[config.mk]
export PLATFORM = sky130hd
export DESIGN_NAME = lcd_timing_driver
export DESIGN_NICKNAME = d
export VERILOG_FILES = /design/src/rtl/lcd_timing_driver.sv
export SDC_FILE = /design/constraint.sdc
export NUM_CORES = 1
export LEC_CHECK = 0
export BUFFER_PORTS_ARGS = -buffer_cell sky130_fd_sc_hd__buf_2
export CORE_ASPECT_RATIO = 1.75
export CORE_UTILIZATION = 50
export CTS_CLUSTER_DIAMETER = 200
export DETAILED_ROUTE_END_ITERATION = 12
export GPL_TIMING_DRIVEN = 0
export PLACE_DENSITY = 0.89
export SLEW_MARGIN = 20
export SYNTH_ARGS = -nofsm -noshare
export SYNTH_HDL_FRONTEND = slang
export SYNTH_SLANG_ARGS = --single-unit
[constraint.sdc]
create_clock -name lcd_pclk -period 2.3 [get_ports lcd_pclk]
set_input_delay 0.345 -clock lcd_pclk [delete_from_list [all_inputs] [get_ports lcd_pclk]]
set_output_delay 0.345 -clock lcd_pclk [all_outputs]
set_load 0.1 [all_outputs]
[src/rtl/lcd_timing_driver.sv]
// lcd_timing_driver
//
// Source end of the RGB-LCD pixel interface. Two free-running counters walk
// the raster (h_cnt per pixel clock, v_cnt per line). Panel timing
// (HS/VS/DE) is decoded from them. The pixel colour mux is asked for
// column/row one cycle before DE so that its registered colour lands on
// lcd_rgb in the same cycle DE shows that pixel. A one-cycle frame_tick
// marks the end of the last active line for game logic.
//
// Ports:
//   lcd_pclk    in   1   pixel clock
//   rst_n       in   1   asynchronous, active-low reset
//   lcd_en      in   1   1 = run raster, 0 = hold idle
//   pixel_data  in   24  colour from pixel mux (1-cycle latency after xpos/ypos)
//   pixel_xpos  out  11  requested column, 0 outside the request window
//   pixel_ypos  out  11  requested row, 0 outside the request window
//   h_disp      out  11  constant active width
//   v_disp      out  11  constant active height
//   lcd_hs      out  1   horizontal sync, active low
//   lcd_vs      out  1   vertical sync, active low
//   lcd_de      out  1   data enable, active high
//   lcd_rgb     out  24  pixel bus to panel
//   lcd_bl      out  1   backlight enable (lcd_en delayed one clock)
//   frame_tick  out  1   one-cycle pulse after the last active line
module lcd_timing_driver #(
    parameter int H_SYNC  = 41,
    parameter int H_BACK  = 2,
    parameter int H_DISP  = 480,
    parameter int H_FRONT = 2,
    parameter int V_SYNC  = 10,
    parameter int V_BACK  = 2,
    parameter int V_DISP  = 272,
    parameter int V_FRONT = 2
) (
    input  logic        lcd_pclk,
    input  logic        rst_n,
    input  logic        lcd_en,
    input  logic [23:0] pixel_data,
    output logic [10:0] pixel_xpos,
    output logic [10:0] pixel_ypos,
    output logic [10:0] h_disp,
    output logic [10:0] v_disp,
    output logic        lcd_hs,
    output logic        lcd_vs,
    output logic        lcd_de,
    output logic [23:0] lcd_rgb,
    output logic        lcd_bl,
    output logic        frame_tick
);

    localparam logic [10:0] H_LAST      = 11'(H_SYNC + H_BACK + H_DISP + H_FRONT - 1);
    localparam logic [10:0] H_SYNC_END  = 11'(H_SYNC);
    localparam logic [10:0] H_START     = 11'(H_SYNC + H_BACK);
    localparam logic [10:0] H_END       = 11'(H_SYNC + H_BACK + H_DISP);
    localparam logic [10:0] H_REQ_START = 11'(H_SYNC + H_BACK - 1);
    localparam logic [10:0] H_REQ_END   = 11'(H_SYNC + H_BACK + H_DISP - 1);

    localparam logic [10:0] V_LAST      = 11'(V_SYNC + V_BACK + V_DISP + V_FRONT - 1);
    localparam logic [10:0] V_SYNC_END  = 11'(V_SYNC);
    localparam logic [10:0] V_START     = 11'(V_SYNC + V_BACK);
    localparam logic [10:0] V_END       = 11'(V_SYNC + V_BACK + V_DISP);
    localparam logic [10:0] V_ACT_LAST  = 11'(V_SYNC + V_BACK + V_DISP - 1);

    logic [10:0] h_cnt;
    logic [10:0] v_cnt;
    logic        running;
    logic        v_act;
    logic        h_act;
    logic        h_req;
    logic        data_req;

    // running is lcd_en delayed by one clock. The counters only advance once
    // running is set, so the first enabled cycle presents position (0,0) and
    // the next edge moves on to (1,0). Dropping lcd_en clears the counters
    // and running on the same edge, so the following cycle is fully idle.
    always_ff @(posedge lcd_pclk or negedge rst_n) begin
        if (!rst_n) begin
            h_cnt      <= '0;
            v_cnt      <= '0;
            running    <= 1'b0;
            frame_tick <= 1'b0;
        end else begin
            running    <= lcd_en;
            frame_tick <= lcd_en && running && (h_cnt == H_LAST) && (v_cnt == V_ACT_LAST);
            if (!lcd_en) begin
                h_cnt <= '0;
                v_cnt <= '0;
            end else if (running) begin
                if (h_cnt == H_LAST) begin
                    h_cnt <= '0;
                    v_cnt <= (v_cnt == V_LAST) ? '0 : v_cnt + 11'd1;
                end else begin
                    h_cnt <= h_cnt + 11'd1;
                end
            end
        end
    end

    // Everything panel-facing is gated by running, so reset and the idle
    // state show hs=vs=1, de=0, rgb=0 even though the counters sit at (0,0).
    // The request window leads DE by one column to cover the mux's register.
    always_comb begin
        v_act      = (v_cnt >= V_START) && (v_cnt < V_END);
        h_act      = (h_cnt >= H_START) && (h_cnt < H_END);
        h_req      = (h_cnt >= H_REQ_START) && (h_cnt < H_REQ_END);
        data_req   = running && v_act && h_req;
        lcd_hs     = !(running && (h_cnt < H_SYNC_END));
        lcd_vs     = !(running && (v_cnt < V_SYNC_END));
        lcd_de     = running && v_act && h_act;
        pixel_xpos = data_req ? (h_cnt - H_REQ_START) : '0;
        pixel_ypos = data_req ? (v_cnt - V_START) : '0;
        lcd_rgb    = lcd_de ? pixel_data : '0;
    end

    assign lcd_bl = running;
    assign h_disp = 11'(H_DISP);
    assign v_disp = 11'(V_DISP);

endmodule

==> results of run 1 <==
## cell usage after synthesis, types with 5 or more instances
library cell and number:
sky130_fd_sc_hd__nand3_1 14, sky130_fd_sc_hd__nor2_1 9, sky130_fd_sc_hd__a211oi_1 17, sky130_fd_sc_hd__a31oi_1 7
sky130_fd_sc_hd__dfrtp_1 24, sky130_fd_sc_hd__o21ai_0 13, sky130_fd_sc_hd__a21oi_1 42, sky130_fd_sc_hd__nor4_1 5
sky130_fd_sc_hd__clkbuf_1 24, sky130_fd_sc_hd__buf_2 9, sky130_fd_sc_hd__or3_1 8, sky130_fd_sc_hd__and3_1 5
sky130_fd_sc_hd__ha_1 10, sky130_fd_sc_hd__or4_1 6, sky130_fd_sc_hd__buf_4 24, sky130_fd_sc_hd__nand2_1 17
sky130_fd_sc_hd__xnor2_1 9, sky130_fd_sc_hd__nor3_1 5, sky130_fd_sc_hd__inv_1 11, sky130_fd_sc_hd__nand4_1 31
## metal layers
metal | global-route usage | GRT overflow
met1 | 0.575 | 0
met2 | 0.871 | 0
met3 | 0.323 | 0
met4 | 0.593 | 2
met5 | 0 | 0
## metrics by stage
| stage | cell area, um2 | utilization | setup WS [ns] | hold WS (ns) |
|---|---|---|---|---|
| after CTS | 4820 | 0.959 | -0.327 | 0.0506 |
| after global placement | 3950 | 0.787 | -0.442 | 0.356 |
| after detailed placement | 3950 | 0.787 | -0.547 | 0.362 |
| after floorplan | 3500 | - | -0.407 | 0.0494 |
## logic make-up after synthesis
family          after synthesis
fa+ha+maj                    10
flops                        24
mux                           1
compound gates              100
simple gates                126
other cells                   2
xor+xnor                     12
buf+inv                      71
## timing repair
action	in CTS
cloned	4
buffers inserted	19
pin swaps	11
resized for setup	168
setup endpoints to repair	48
==> results.txt, run 1 <==
The run stopped with a tool error. Progress stopped at global routing (5_1_grt). The first error in the log reads "[ERROR GRT-0116] Global routing finished with congestion. Check the congestion regions in the DRC Viewer". In this run, placement finished with an instance count of approximately 500. Among all flip-flop cells after synthesis, the most frequent one is sky130_fd_sc_hd__dfrtp_1.

The simple-gate area share of the yosys netlist came out at 0.299. After synthesis, the largest family of logic cells by area is simple AND/OR/NAND/NOR gates. Measured against the total synthesized area, the mux share comes to 0.00379.

The die is ~57 um wide. The clock net sink count came out at 24. The sequential element share of the synthesized area is 0.228. For this run, the number of Yosys warnings is 0. The top-area cell type share of the netlist area is 0.228.

The die is 98.1 um tall. Clock tree synthesis selected as its root buffer the cell sky130_fd_sc_hd__clkbuf_8. The floorplan has 34 rows. Of all cell types, the one taking the most synthesized area is sky130_fd_sc_hd__dfrtp_1.

The I/O pin count is 100. The starting density of the core came out at 0.526. The final RePlAce weighted congestion came out at roughly 0.9.

Of the total synthesized cell area, the portion taken by full adders, half adders and majority gates is 0.0474. The xor-xnor portion of the synthesized cell area came out at 0.0398. The number of port buffers came out at 77.

Yosys mapped a number of flops with a built-in enable equal to 0. Detailed placement ended at an HPWL of 6880 um. Global routing finished with a remaining overflow of 2. The global-route usage over all layers came out at 0.599. The maximum buffer depth of the clock tree is 2. The number of buffers added by the clock tree synthesis step is 3. The number of buffers inserted for hold repair after clock tree synthesis is 0. The compound-cell area share of the yosys netlist is 0.238. Counting flops with an async set or reset pin after synthesis yields a share of 1.00. The number of global-route vias before repair is 4,581. The global-route wire length before repair came out at 25,400 um. The maximum level of the CTS H-tree came out at 1. The post-synthesis area per instance is 7.63 um2. Ranked by total cell area, the synthesized netlist is headed by sky130_fd_sc_hd__dfrtp_1, sky130_fd_sc_hd__a21oi_1, sky130_fd_sc_hd__nand4_1.

The netlist area before placement came out at 2640 um2. The pin count of the biggest net entering global routing came out at 25. The netlist uses 57 different library cells. In this run, synthesis produced a sequential element count of 24. The cell count after synthesis came out at 346.
==> inputs of run 2 (changes only) <==
--- a/config.mk
+++ b/config.mk
@@ -6,12 +6,10 @@
 export NUM_CORES = 1
 export LEC_CHECK = 0
 export BUFFER_PORTS_ARGS = -buffer_cell sky130_fd_sc_hd__buf_2
-export CORE_ASPECT_RATIO = 1.75
-export CORE_UTILIZATION = 50
-export CTS_CLUSTER_DIAMETER = 200
+export CORE_UTILIZATION = 35
 export DETAILED_ROUTE_END_ITERATION = 12
 export GPL_TIMING_DRIVEN = 0
-export PLACE_DENSITY = 0.89
+export PLACE_DENSITY_LB_ADDON = 0.15
 export SLEW_MARGIN = 20
 export SYNTH_ARGS = -nofsm -noshare
 export SYNTH_HDL_FRONTEND = slang
==> results.txt, run 2 <==
The run finished, with violations left. The checks that failed: setup timing. The pre-antenna-repair detailed-routing pass consisted of 5 iterations. In this run the worst hold path is classified as primary input to asynchronous set/reset pin. The final period utilization is 1.16. The xor-xnor portion of the synthesized cell area is 0.0398 (unchanged). The worst setup slack before clock tree synthesis came to -0.520 ns (+0.0268 ns). The clock net sink count is 24 (unchanged). The design internal power came out at roughly 670 uW. The count of yosys warnings during synthesis was 0 (unchanged).

Leaving out fill and tap cells, the most frequent cell in the layout is sky130_fd_sc_hd__buf_12. The most frequent cell on the critical path is sky130_fd_sc_hd__buf_6. The commonest cells after synthesis are sky130_fd_sc_hd__a21oi_1, sky130_fd_sc_hd__nand4_1, sky130_fd_sc_hd__buf_4, sky130_fd_sc_hd__clkbuf_1, sky130_fd_sc_hd__dfrtp_1.

The power share of the sequential group came out at 0.402. The number of buffers inserted for hold repair after clock tree synthesis is 0 (unchanged). The full die area is 7890 um2. The tree is rooted in a sky130_fd_sc_hd__clkbuf_8.

After layout, the worst setup slack is -0.364 ns. The remaining number of nets flagged by the antenna check after routing came out at 0. The sequential element share of the synthesized area is 0.228 (unchanged).

The launching element type of the critical path is a register. The share of cells above drive strength 1 is 0.543. Relative to the synthesized area, the layout overhead comes to 102%. The leading cell type by number of instances after synthesis is sky130_fd_sc_hd__a21oi_1. The net count of the finished layout is roughly 510. The DRC violation count after routing came out at 0. In the layout the commonest cells are sky130_fd_sc_hd__buf_12, sky130_fd_sc_hd__buf_4, sky130_fd_sc_hd__buf_2. sky130_fd_sc_hd__dfrtp_1 takes more of the synthesized area than any other cell. The netlist area before placement came to 2640 um2 (unchanged). In the final layout, the multi-input gates occupy 2510 um2. The antenna diode count came out at 0.

The worst clock skew came out at between 0.006 and 0.007 ns. The largest registers in the layout are h_cnt (11), v_cnt (11). The placed wire-length estimate was 6410 um (-6.7%).

After the first detailed-routing iteration, the DRC count stood at 254. The critical path ends at lcd_rgb[20]. Setup repair after global routing could not meet its margin everywhere. The count of mapped cells out of synthesis came out at 346 (unchanged). The core region area came out at 7250 um2. The number of pins exceeding their max-slew limit in the final report is 0. The synthesized-area fraction occupied by adder cells was 0.0474 (unchanged). The arrival time at the worst endpoint is 2.32 ns. The switching power share of the total is 0.381. The number of global-route vias before repair was 3,174. In the final routed layout, each cell accounts on average for 19.3 um.

The die span in y came out at 88.8 um (-9.4%). The simple-gate area share of the yosys netlist was 0.299 (unchanged). The slowest stage cell on the critical path is sky130_fd_sc_hd__dfrtp_1. Global routing finished with a remaining overflow of 0. The pin count of the biggest net entering global routing came out at 25. The capturing point of the worst reg2reg path is v_cnt[6]$_DFFE_PN0P_. The combinational share of power came out at 0.327. The start point of the critical path is v_cnt[3]$_DFFE_PN0P_.

The number of synthesized flops with an enable pin came out at 0 (unchanged). The first global-routing pass estimated between 15,000 and 20,000 um of wire. The delay of the slowest critical-path stage came out at around 0.4 ns. The register area is 612 um2. The net switching power of the design came out at 415 uW. The horizontal extent of the die came out at 88.8 um (+56%). The routed wire length came out at approximately 11,000 um. The initial antenna violation count was 0. The fraction of synthesis flops using an asynchronous set or reset pin is 1.00 (unchanged). The post-synthesis area per instance is 7.63 um2 (unchanged). The top-area cell type share of the netlist area is 0.228 (unchanged). The post-CTS clock slew at the launch and capture registers of the worst setup and hold paths is about 0.090 ns. The site row count is 31 (-8.8%). Along the worst path, the maximum fanout reaches 5. Yosys attributes the largest share of cell area to sky130_fd_sc_hd__dfrtp_1, sky130_fd_sc_hd__a21oi_1, sky130_fd_sc_hd__nand4_1. The path depth of the worst reg2reg path came out at 7. The number of buffers added by the clock tree synthesis step is 3 (unchanged). The setup violation total in the final timing report came out at 48. The compound-cell area share of the yosys netlist came out at 0.238 (unchanged). The max capacitance violation total came out at 0. The detailed-route vias per instance came out at approximately 5.7.

The total number of vias came out at 3,286. For this design the ratio of total power to cell area is just over 200 nW/um2. The signal on the critical path passes through ha_2 > or3b_4 > nand4_4 > buf_4 > buf_6 > buf_6 > nand4_1 > a21oi_4 > buf_12. The final RePlAce weighted congestion is 0.885 (-3.7%). After synthesis, the largest family of logic cells by area is simple AND/OR/NAND/NOR gates. The starting density of the core came out at 0.364 (-0.162).

The setup path with the least slack is of type register to output pin. TritonCTS built the clock tree. The number of fill cells in the layout is 481. Static timing analysis puts the maximum clock frequency at 0.375 GHz. The worst setup path is captured at an output pin. In this run the tightest slew margin relative to its limit is 0.571. At the pin with the least slew margin, the transition time is 0.643 ns. The hold violation total from the final report came out at 0.

The I/O pin count is 100 (unchanged). In the global route stage, overall resource usage came out at 0.277. The clock insertion delay at the later pin of the skew report came out at between 0.2 and 0.3 ns. The total negative slack for setup checks is -13.22 ns. The clock network power share is 0.271. The maximum buffer depth of the clock tree is 2 (unchanged).

The required time of the critical path is 1.96 ns. The multiplexer fraction of the synthesized cell area came to 0.00379 (unchanged). The maximum level of the CTS H-tree is 1 (unchanged).

The clock period minus worst slack came out at ~2.7 ns. The flip-flop and latch count after synthesis was 24 (unchanged). The leakage power is around 0.0020 uW.

For this run, the leading register cell type out of synthesis is sky130_fd_sc_hd__dfrtp_1. The largest voltage drop on the vdd net is 222 uV. The startpoint of the worst register-to-register path is h_cnt[0]$_DFFE_PN0P_. The number of different library cells in the post-synthesis netlist is 57 (unchanged). The number of port buffers is 77 (unchanged). The flop-to-flop setup slack came out at 0.18 ns.
[run 2: cell counts after synthesis]
No cell type changed its count.
[run 2: power groups by stage]
stage                     clock (uW)  combinational, uW  sequential (uW)
after global placement             0                313              447
after detailed placement           0                312              447
after CTS                        303                341              437
final                            295                357              438
after floorplan                    0                256              451
after global routing             324                373              438
[run 2: critical path, delay by kind of cell (launching register included)]
kind | cells | cell delay, ns
simple gates | 3 | 0.64
buf+inv | 4 | 0.56
flops | 1 | 0.40
compound gates | 1 | 0.23
fa+ha+maj | 1 | 0.22
[run 2: area by class of cell]
type	count	area share
plain buffers	54	0.0992
clock buffers	4	0.0103
inverters	11	0.00820
multi-input cells	271	0.470
flip-flops and latches	24	0.115
well taps	99	0.0232
repair buffers	111	0.275
[run 2: layer usage]
layer / part of all wire / vias to the layer above / global-route usage
met5: 0 / - / 0
met4: 0.030 / 0 / 0.0865
met3: 0.054 / 36 / 0.0392
met2: 0.52 / 156 / 0.475
met1: 0.39 / 1591 / 0.360
li1: - / 1503 / -
[run 2: worst min path at each step]
stage | from | endpoint | slack (ns) | cells past startpoint
floorplan | rst_n | frame_tick$_DFF_PN0_ | 0.05 | 0
global placement | rst_n | h_cnt[8]$_DFFE_PN0P_ | 0.37 | 1
detailed placement | rst_n | h_cnt[8]$_DFFE_PN0P_ | 0.37 | 1
CTS | rst_n | lcd_bl$_DFF_PN0_ | 0.07 | 1
global route | rst_n | v_cnt[0]$_DFFE_PN0P_ | 0.10 | 1
finish | rst_n | lcd_bl$_DFF_PN0_ | 0.06 | 1
[run 2: stage by stage]
stage	area (um2)	power, uW	utilization	hold slack, ns	instances
floorplan	3500	707	-	0.0494	366
finish	5340	1090	0.736	0.0559	574
detailed placement	4010	760	0.552	0.371	542
CTS	5260	1080	0.725	0.0713	572
global route	5340	1130	0.736	0.104	574
global placement	4010	759	0.552	0.366	542
[run 2: cell families (layout without fill, tap and decap cells)]
group / after synthesis / count (layout)
simple gates: 126 / 126
compound gates: 100 / 100
buf+inv: 71 / 180
flops: 24 / 24
xor+xnor: 12 / 12
fa+ha+maj: 10 / 10
other cells: 2 / 22
mux: 1 / 1
[run 2: repair_timing]
item / in CTS / in global routing
cloned: 7 / 0
endpoints found under the setup margin: 48 / 59
setup buffers: 22 / 5
gates resized for setup: 246 / 23
pin swaps: 38 / 14
Power figures use the tool's default switching activity.
==> inputs of run 3 (changes only) <==
--- a/config.mk
+++ b/config.mk
@@ -6,10 +6,11 @@
 export NUM_CORES = 1
 export LEC_CHECK = 0
 export BUFFER_PORTS_ARGS = -buffer_cell sky130_fd_sc_hd__buf_2
-export CORE_UTILIZATION = 35
+export CORE_UTILIZATION = 30
 export DETAILED_ROUTE_END_ITERATION = 12
 export GPL_TIMING_DRIVEN = 0
 export PLACE_DENSITY_LB_ADDON = 0.15
+export RECOVER_POWER = 100
 export SLEW_MARGIN = 20
 export SYNTH_ARGS = -nofsm -noshare
 export SYNTH_HDL_FRONTEND = slang
==> results.txt, run 3 (synthesis results as in run 2) <==
The clock net sink count came out at 24 (unchanged). Compared with the post-synthesis result, the final layout area differs by 103%. The max capacitance violation total came to 0 (unchanged). The site row count came to 33 (+6.5%). The number of global-route vias before repair is 3,119 (-1.7%).

The instance count after placement with tap cells included was 548 (+1.1%). The remaining number of nets flagged by the antenna check after routing is 0 (unchanged). The largest individual stage delay along the critical path comes from the cell sky130_fd_sc_hd__or3b_4. The number of port buffers came out at 77 (unchanged). The total negative slack for setup checks is -11.12 ns (+2.11 ns).

The global-route wire length before repair is 16,100 um (-3.4%). The antenna diode count came out at 0 (unchanged). The clock period minus worst slack is 2.61 ns (-0.0579 ns). Setup repair after global routing could not meet its margin everywhere.

The number of buffers added by the clock tree synthesis step came out at 3 (unchanged). The nature of the critical path endpoint is an output pin. The I/O pin count came out at 100 (unchanged). The run finished, with violations left. The final hold slack is 0.346 ns (+0.290 ns). The total number of vias came out at 3,289 (+0.091%). The initial antenna violation count came out at 0 (unchanged).

The full die area is 9170 um2 (+16%). The routed wire length came to 10,700 um (-3.2%). The final period utilization came to 1.13 (-0.0252).

The register area came out at 613 um2 (+0.20%). The largest delay contributor family on the critical path is simple AND/OR/NAND/NOR gates. The DRC violation count after routing is 0 (unchanged). The buffer type at the clock tree root is sky130_fd_sc_hd__clkbuf_8. The multi-input logic area is 2510 um2 (+0.35%). The flop-to-flop setup slack is -0.02 ns (-0.20 ns). TritonCTS built the clock tree. STA classifies the critical path startpoint as a register.

The number of nets at the end of the flow came out at 520 (+1.4%). The cell area after layout was 5370 um2 (+0.56%). The checks that failed: setup timing. The per-cell routed wire length is 18.2 um (-5.4%). The maximum buffer depth of the clock tree is 2 (unchanged). The placed instance area is 4020 um2 (+0.22%). The number of buffers inserted for hold repair after clock tree synthesis is 0 (unchanged).

The arrival time at the worst endpoint came out at 2.26 ns (-0.06 ns). The worst clock skew is 0.00343 ns (-0.00328 ns). The detailed router's first-iteration violation count came to 187 (-26%). The library cell used most frequently in the layout, excluding fill and tap cells, is sky130_fd_sc_hd__buf_4. The share of cells above drive strength 1 came to 0.552 (+0.00871). The core region area is 8380 um2 (+16%).

In this run the critical register-to-register path is captured at v_cnt[7]$_DFFE_PN0P_. The clock insertion delay at the later pin of the skew report was 0.27 ns (about the same). The path class of the tightest hold or removal check is primary input to register. The pin slew with the least headroom to its limit is 1.41 ns (+0.763 ns).

The horizontal extent of the die is 95.8 um (+7.8%). The leakage power was 0.00196 uW (+0.30%). The required time of the critical path came out at 1.96 ns (about the same). The final RePlAce weighted congestion came out at 0.835 (-5.7%). The power density normalized to cell area came out at 206 nW/um2 (+0.81%). The filler-free cell count of the finished design is 587 (+2.3%). The number of iterations in the first detailed-routing pass came out at 4 (-1).

The die span in y is 95.8 um (+7.8%). The buffer and inverter count on the worst path is 3 (-1). The final worst setup slack is -0.306 ns (+0.0579 ns).

The number of pins exceeding their max-slew limit in the final report is 0 (unchanged). The post-CTS clock slew at the launch and capture registers of the worst setup and hold paths is 0.09 ns (about the same). The detailed-route vias per instance is 5.60 (-2.1%). The hold violation total from the final report came out at 0 (unchanged).

The setup violation total in the final timing report is 48 (unchanged). The placed wire-length estimate is 6620 um (+3.2%). Following the worst setup path forward leads to its endpoint at lcd_rgb[20]. In this run the critical register-to-register path is launched from h_cnt[0]$_DFFE_PN0P_. The starting density of the core is 0.315 (-0.0490). The number of fill cells in the layout came to 644 (+34%). The maximum level of the CTS H-tree came out at 1 (unchanged). The pin count of the biggest net entering global routing is 25 (unchanged). The cell count along the critical path is 8 (-1).

The worst setup slack before clock tree synthesis is -0.523 ns (-0.00361 ns). The total congestion overflow after global routing is 0 (unchanged). The type of the worst setup path is register to output pin. The path depth of the worst reg2reg path is 8 (+1). By instance count, the cell type seen most on the critical path is sky130_fd_sc_hd__buf_6. The delay of the slowest critical-path stage was 0.40 ns (about the same). The global-route usage over all layers is 0.225 (-0.0526).

In this run the worst setup path begins at v_cnt[3]$_DFFE_PN0P_. The maximum operating frequency came to 0.384 GHz (+2.2%). The largest voltage drop on the vdd net is 199 uV (-10%). The largest registers in the layout are h_cnt (11), v_cnt (11).

The headroom to the max-slew limit is 0.0622 (-0.509). The maximum net fanout on the critical path came out at 5 (unchanged). Walking the worst path, the cells encountered are ha_2 > or3b_4 > nand4_4 > buf_6 > buf_6 > nand4_1 > a21oi_4 > buf_12. Leaving out fill and tap cells, the most frequent cells in the layout are sky130_fd_sc_hd__buf_4, sky130_fd_sc_hd__buf_12, sky130_fd_sc_hd__nand4_1.
==> run 3: how the worst min path moves through the flow <==
stage                       from              endpoint  slack, ns  cells past startpoint
after detailed placement   rst_n  h_cnt[6]$_DFFE_PN0P_       0.38                      1
after floorplan            rst_n  frame_tick$_DFF_PN0_       0.05                      0
after CTS                  rst_n  h_cnt[6]$_DFFE_PN0P_       0.09                      1
final                     lcd_en      lcd_bl$_DFF_PN0_       0.35                      1
after global routing      lcd_en      lcd_bl$_DFF_PN0_       0.36                      1
after global placement     rst_n  h_cnt[6]$_DFFE_PN0P_       0.38                      1
==> run 3: worst reg2reg max path, cell delays in order (launching register included) <==
cell and delay (ns):
sky130_fd_sc_hd__dfrtp_2 0.43, sky130_fd_sc_hd__buf_4 0.17, sky130_fd_sc_hd__inv_1 0.13, sky130_fd_sc_hd__ha_1 0.16, sky130_fd_sc_hd__and3_1 0.28, sky130_fd_sc_hd__and4_1 0.22, sky130_fd_sc_hd__clkbuf_1 0.31, sky130_fd_sc_hd__or3b_1 0.38
sky130_fd_sc_hd__a31oi_1 0.16
==> run 3: where the power goes <==
group          total (uW)  leakage (uW)  switching (uW)  internal (uW)
sequential            436      0.000319            7.41            429
combinational         370       0.00162             269            102
clock                 298     0.0000288             145            153
total                1100       0.00196             421            684
==> run 3: repair_timing <==
item	4_1_cts	5_1_grt
setup endpoints to repair	48	48
cloned	5	2
gates resized for setup	243	29
setup buffers	26	7
pin swaps	25	16
==> run 3: per-stage QoR <==
stage                     power [uW]   util
final                           1100  0.640
after global routing            1140  0.640
after CTS                       1090  0.626
after detailed placement         761  0.479
after global placement           761  0.479
after floorplan                  707      -
==> run 3: final cells by class <==
| type | instances | share of cell area |
|---|---|---|
| Tap cell | 105 | 0.0245 |
| Multi-Input combinational cell | 271 | 0.469 |
| Buffer | 55 | 0.0963 |
| Clock buffer | 4 | 0.0103 |
| Inverter | 11 | 0.00816 |
| Timing Repair Buffer | 117 | 0.278 |
| Sequential cell | 24 | 0.114 |
==> run 3: layer usage <==
layer	share of wire	up-vias	wire length, um	GRT usage
li1	-	1524	-	-
met1	0.43	1602	4580	0.278
met2	0.50	142	5340	0.413
met3	0.051	21	545	0.0229
met4	0.023	0	244	0.0585
met5	0	-	0	0
==> inputs of run 4 (changes only) <==
--- a/config.mk
+++ b/config.mk
@@ -11,6 +11,7 @@
 export GPL_TIMING_DRIVEN = 0
 export PLACE_DENSITY_LB_ADDON = 0.15
 export RECOVER_POWER = 100
+export SKIP_CTS_REPAIR_TIMING = 1
 export SLEW_MARGIN = 20
 export SYNTH_ARGS = -nofsm -noshare
 export SYNTH_HDL_FRONTEND = slang
==> constraint.sdc (replaced) <==
create_clock -name lcd_pclk -period 2.21 [get_ports lcd_pclk]
set_input_delay 0.1105 -clock lcd_pclk [delete_from_list [all_inputs] [get_ports lcd_pclk]]
set_output_delay 0.1105 -clock lcd_pclk [all_outputs]
set_load 0.1 [all_outputs]
==> results.txt, run 4 (synthesis results as in run 2) <==
The run finished, with violations left. The final reports fail on setup timing. The horizontal extent of the die came to 95.8 um (unchanged). In the final layout, the registers with the most flip-flops are h_cnt (11), v_cnt (11). Counting stages on the worst path, the most repeated cell is sky130_fd_sc_hd__buf_12. In this run the worst setup path begins at v_cnt[2]$_DFFE_PN0P_. The hold violation total from the final report was 0 (unchanged). The synthesis-to-finish area growth is 99.2%. The detailed router's first-iteration violation count was 123 (-34%). After global routing, the most crowded layer is met2. The detailed-route vias per instance is 5.47 (-2.4%).

The power density normalized to cell area is 215 nW/um2 (+4.3%). The met2 track demand over resource in global routing came out at 0.336 (-0.0768). TritonCTS built the clock tree. The global-route wire length before repair was 13,800 um (-15%). The required time of the critical path came out at 2.10 ns (+0.14 ns).

The DRC violation count after routing came out at 0 (unchanged). The flop-to-flop setup slack is -0.08 ns (-0.06 ns). The remaining number of nets flagged by the antenna check after routing was 0 (unchanged). The antenna diode count came out at 0 (unchanged). The setup violation total in the final timing report is 51 (+6.3%). The number of port buffers is 77 (unchanged).

The I/O pin count came out at 100 (unchanged). The total negative slack for setup checks is -8.45 ns (+2.66 ns). The routed wire length came out at 10,100 um (-5.9%). The signal on the critical path passes through ha_2 > buf_6 > or3b_4 > nand4_4 > nand3_4 > buf_12 > a211oi_4 > buf_12. The maximum net fanout on the critical path came to 7 (+2). The clock period minus worst slack is 2.45 ns. The worst setup path is captured at an output pin.

The worst setup path is launched from a register. The total number of vias is 3,204 (-2.6%). The number of nets at the end of the flow is 519 (-0.19%). The buffer type at the clock tree root is sky130_fd_sc_hd__clkbuf_8. The pin slew with the least headroom to its limit is 1.39 ns (-0.0140 ns). The global-route usage over all layers is 0.189 (-0.0359). The delay of the slowest critical-path stage is 0.39 ns (about the same). The clock net sink count is 24 (unchanged).

The worst clock skew came out at 0.00485 ns (+0.00141 ns). The startpoint of the worst register-to-register path is h_cnt[0]$_DFFE_PN0P_. The final period utilization came out at 1.11. The clock insertion delay at the later pin of the skew report came out at 0.28 ns (about the same).

The headroom to the max-slew limit came out at 0.0715 (+0.00935). The arrival time at the worst endpoint came out at 2.34 ns (+0.08 ns). The max capacitance violation total is 0 (unchanged). The post-CTS clock slew at the launch and capture registers of the worst setup and hold paths is 0.09 ns (about the same). The number of iterations in the first detailed-routing pass is 4 (unchanged). The per-cell routed wire length came to 17.2 um (-5.7%). The full die area came out at 9170 um2 (unchanged). The total congestion overflow after global routing came to 0 (unchanged). The worst setup slack before clock tree synthesis is -0.383 ns (+0.140 ns). The library cell used most frequently in the layout, excluding fill and tap cells, is sky130_fd_sc_hd__buf_4.

The maximum level of the CTS H-tree came out at 1 (unchanged). The core region area is 8380 um2 (unchanged). The path category of the worst min-delay check is primary input to register. The final worst setup slack is -0.236 ns (+0.0694 ns). The pin count of the biggest net entering global routing is 25 (unchanged). Setup repair after global routing could not meet its margin everywhere.

The slowest stage of the critical path belongs to the cell sky130_fd_sc_hd__dfrtp_1. The number of buffers added by the clock tree synthesis step came to 3 (unchanged). The placed wire-length estimate is 6620 um (about the same). The maximum operating frequency came out at 0.409 GHz. The leakage power is 0.00193 uW (-1.8%). The final RePlAce weighted congestion came out at 0.818 (-2.0%).

The share of cells above drive strength 1 was 0.526 (-0.0259). The site row count is 33 (unchanged). The initial antenna violation count came out at 0 (unchanged).

The die span in y is 95.8 um (unchanged). In this run the most critical hold path is launched from lcd_en. The number of pins exceeding their max-slew limit in the final report came to 0 (unchanged). The number of global-route vias before repair came out at 2,755 (-12%). The worst setup path is of the register to output pin kind.

The maximum buffer depth of the clock tree is 2 (unchanged). In the layout the commonest cells are sky130_fd_sc_hd__buf_4, sky130_fd_sc_hd__buf_12, sky130_fd_sc_hd__buf_2. The global routing usage on met3 is 0.0134 (-0.00948). The starting density of the core came out at 0.315 (unchanged). The global-route track usage on met1 came out at 0.248 (-0.0298).

The largest voltage drop on the vdd net came to 217 uV (+8.9%).
==> run 4: cell types whose count changed in the layout (fill, tap and decap cells not counted), sizes merged <==
cell	delta
dlygate4sd3	+1
buf	+3
clkbuf	-5
==> run 4: routing by layer <==
layer / part of all wire / up-vias
met3: 0.046 / 16
met2: 0.51 / 114
met1: 0.42 / 1556
met4: 0.022 / 0
met5: 0 / -
li1: - / 1518
==> run 4: cell type report <==
class / instances / area [um2]
Buffer: 56 / 484
Clock buffer: 4 / 55.1
Fill cell: 658 / 3130
Inverter: 11 / 46.3
Multi-Input combinational cell: 271 / 2500
Sequential cell: 24 / 612
Tap cell: 105 / 131
Timing Repair Buffer: 115 / 1430
==> run 4: worst max-delay path, delay by kind of cell (launching register included) <==
| family | cells | cell delay [ns] |
|---|---|---|
| buffers and inverters | 3 | 0.51 |
| DFF | 1 | 0.39 |
| AOI/OAI and AO/OA | 1 | 0.26 |
| and+or+nand+nor | 3 | 0.72 |
| adders and majority gates | 1 | 0.19 |
==> run 4: worst paths after layout <==
kind / depth (start not counted) / end
hold / removal: 1 / lcd_bl$_DFF_PN0_
setup / recovery: 8 / pixel_xpos[0]
hold reg to reg: 3 / frame_tick$_DFF_PN0_
setup reg to reg: 8 / v_cnt[7]$_DFFE_PN0P_
min in group asynchronous: 2 / v_cnt[6]$_DFFE_PN0P_
max in group asynchronous: 2 / lcd_bl$_DFF_PN0_
==> run 4: where the power goes <==
part / internal, uW / leakage [uW] / total (uW) / switching, uW
Combinational: 90.4 / 0.00158 / 362 / 271
Clock: 160 / 0.0000288 / 311 / 151
Sequential: 446 / 0.000320 / 456 / 10.2
==> run 4: through the flow <==
stage               instance area, um2   util  total power (uW)  instances  hold WS [ns]
floorplan                         3500      -               736        366        -0.185
CTS                               4070  0.485              1100        552        -0.149
global route                      5260  0.627              1160        586         0.134
detailed placement                4010  0.479               793        548         0.148
finish                            5260  0.627              1130        586         0.128
global placement                  4010  0.479               792        548         0.154
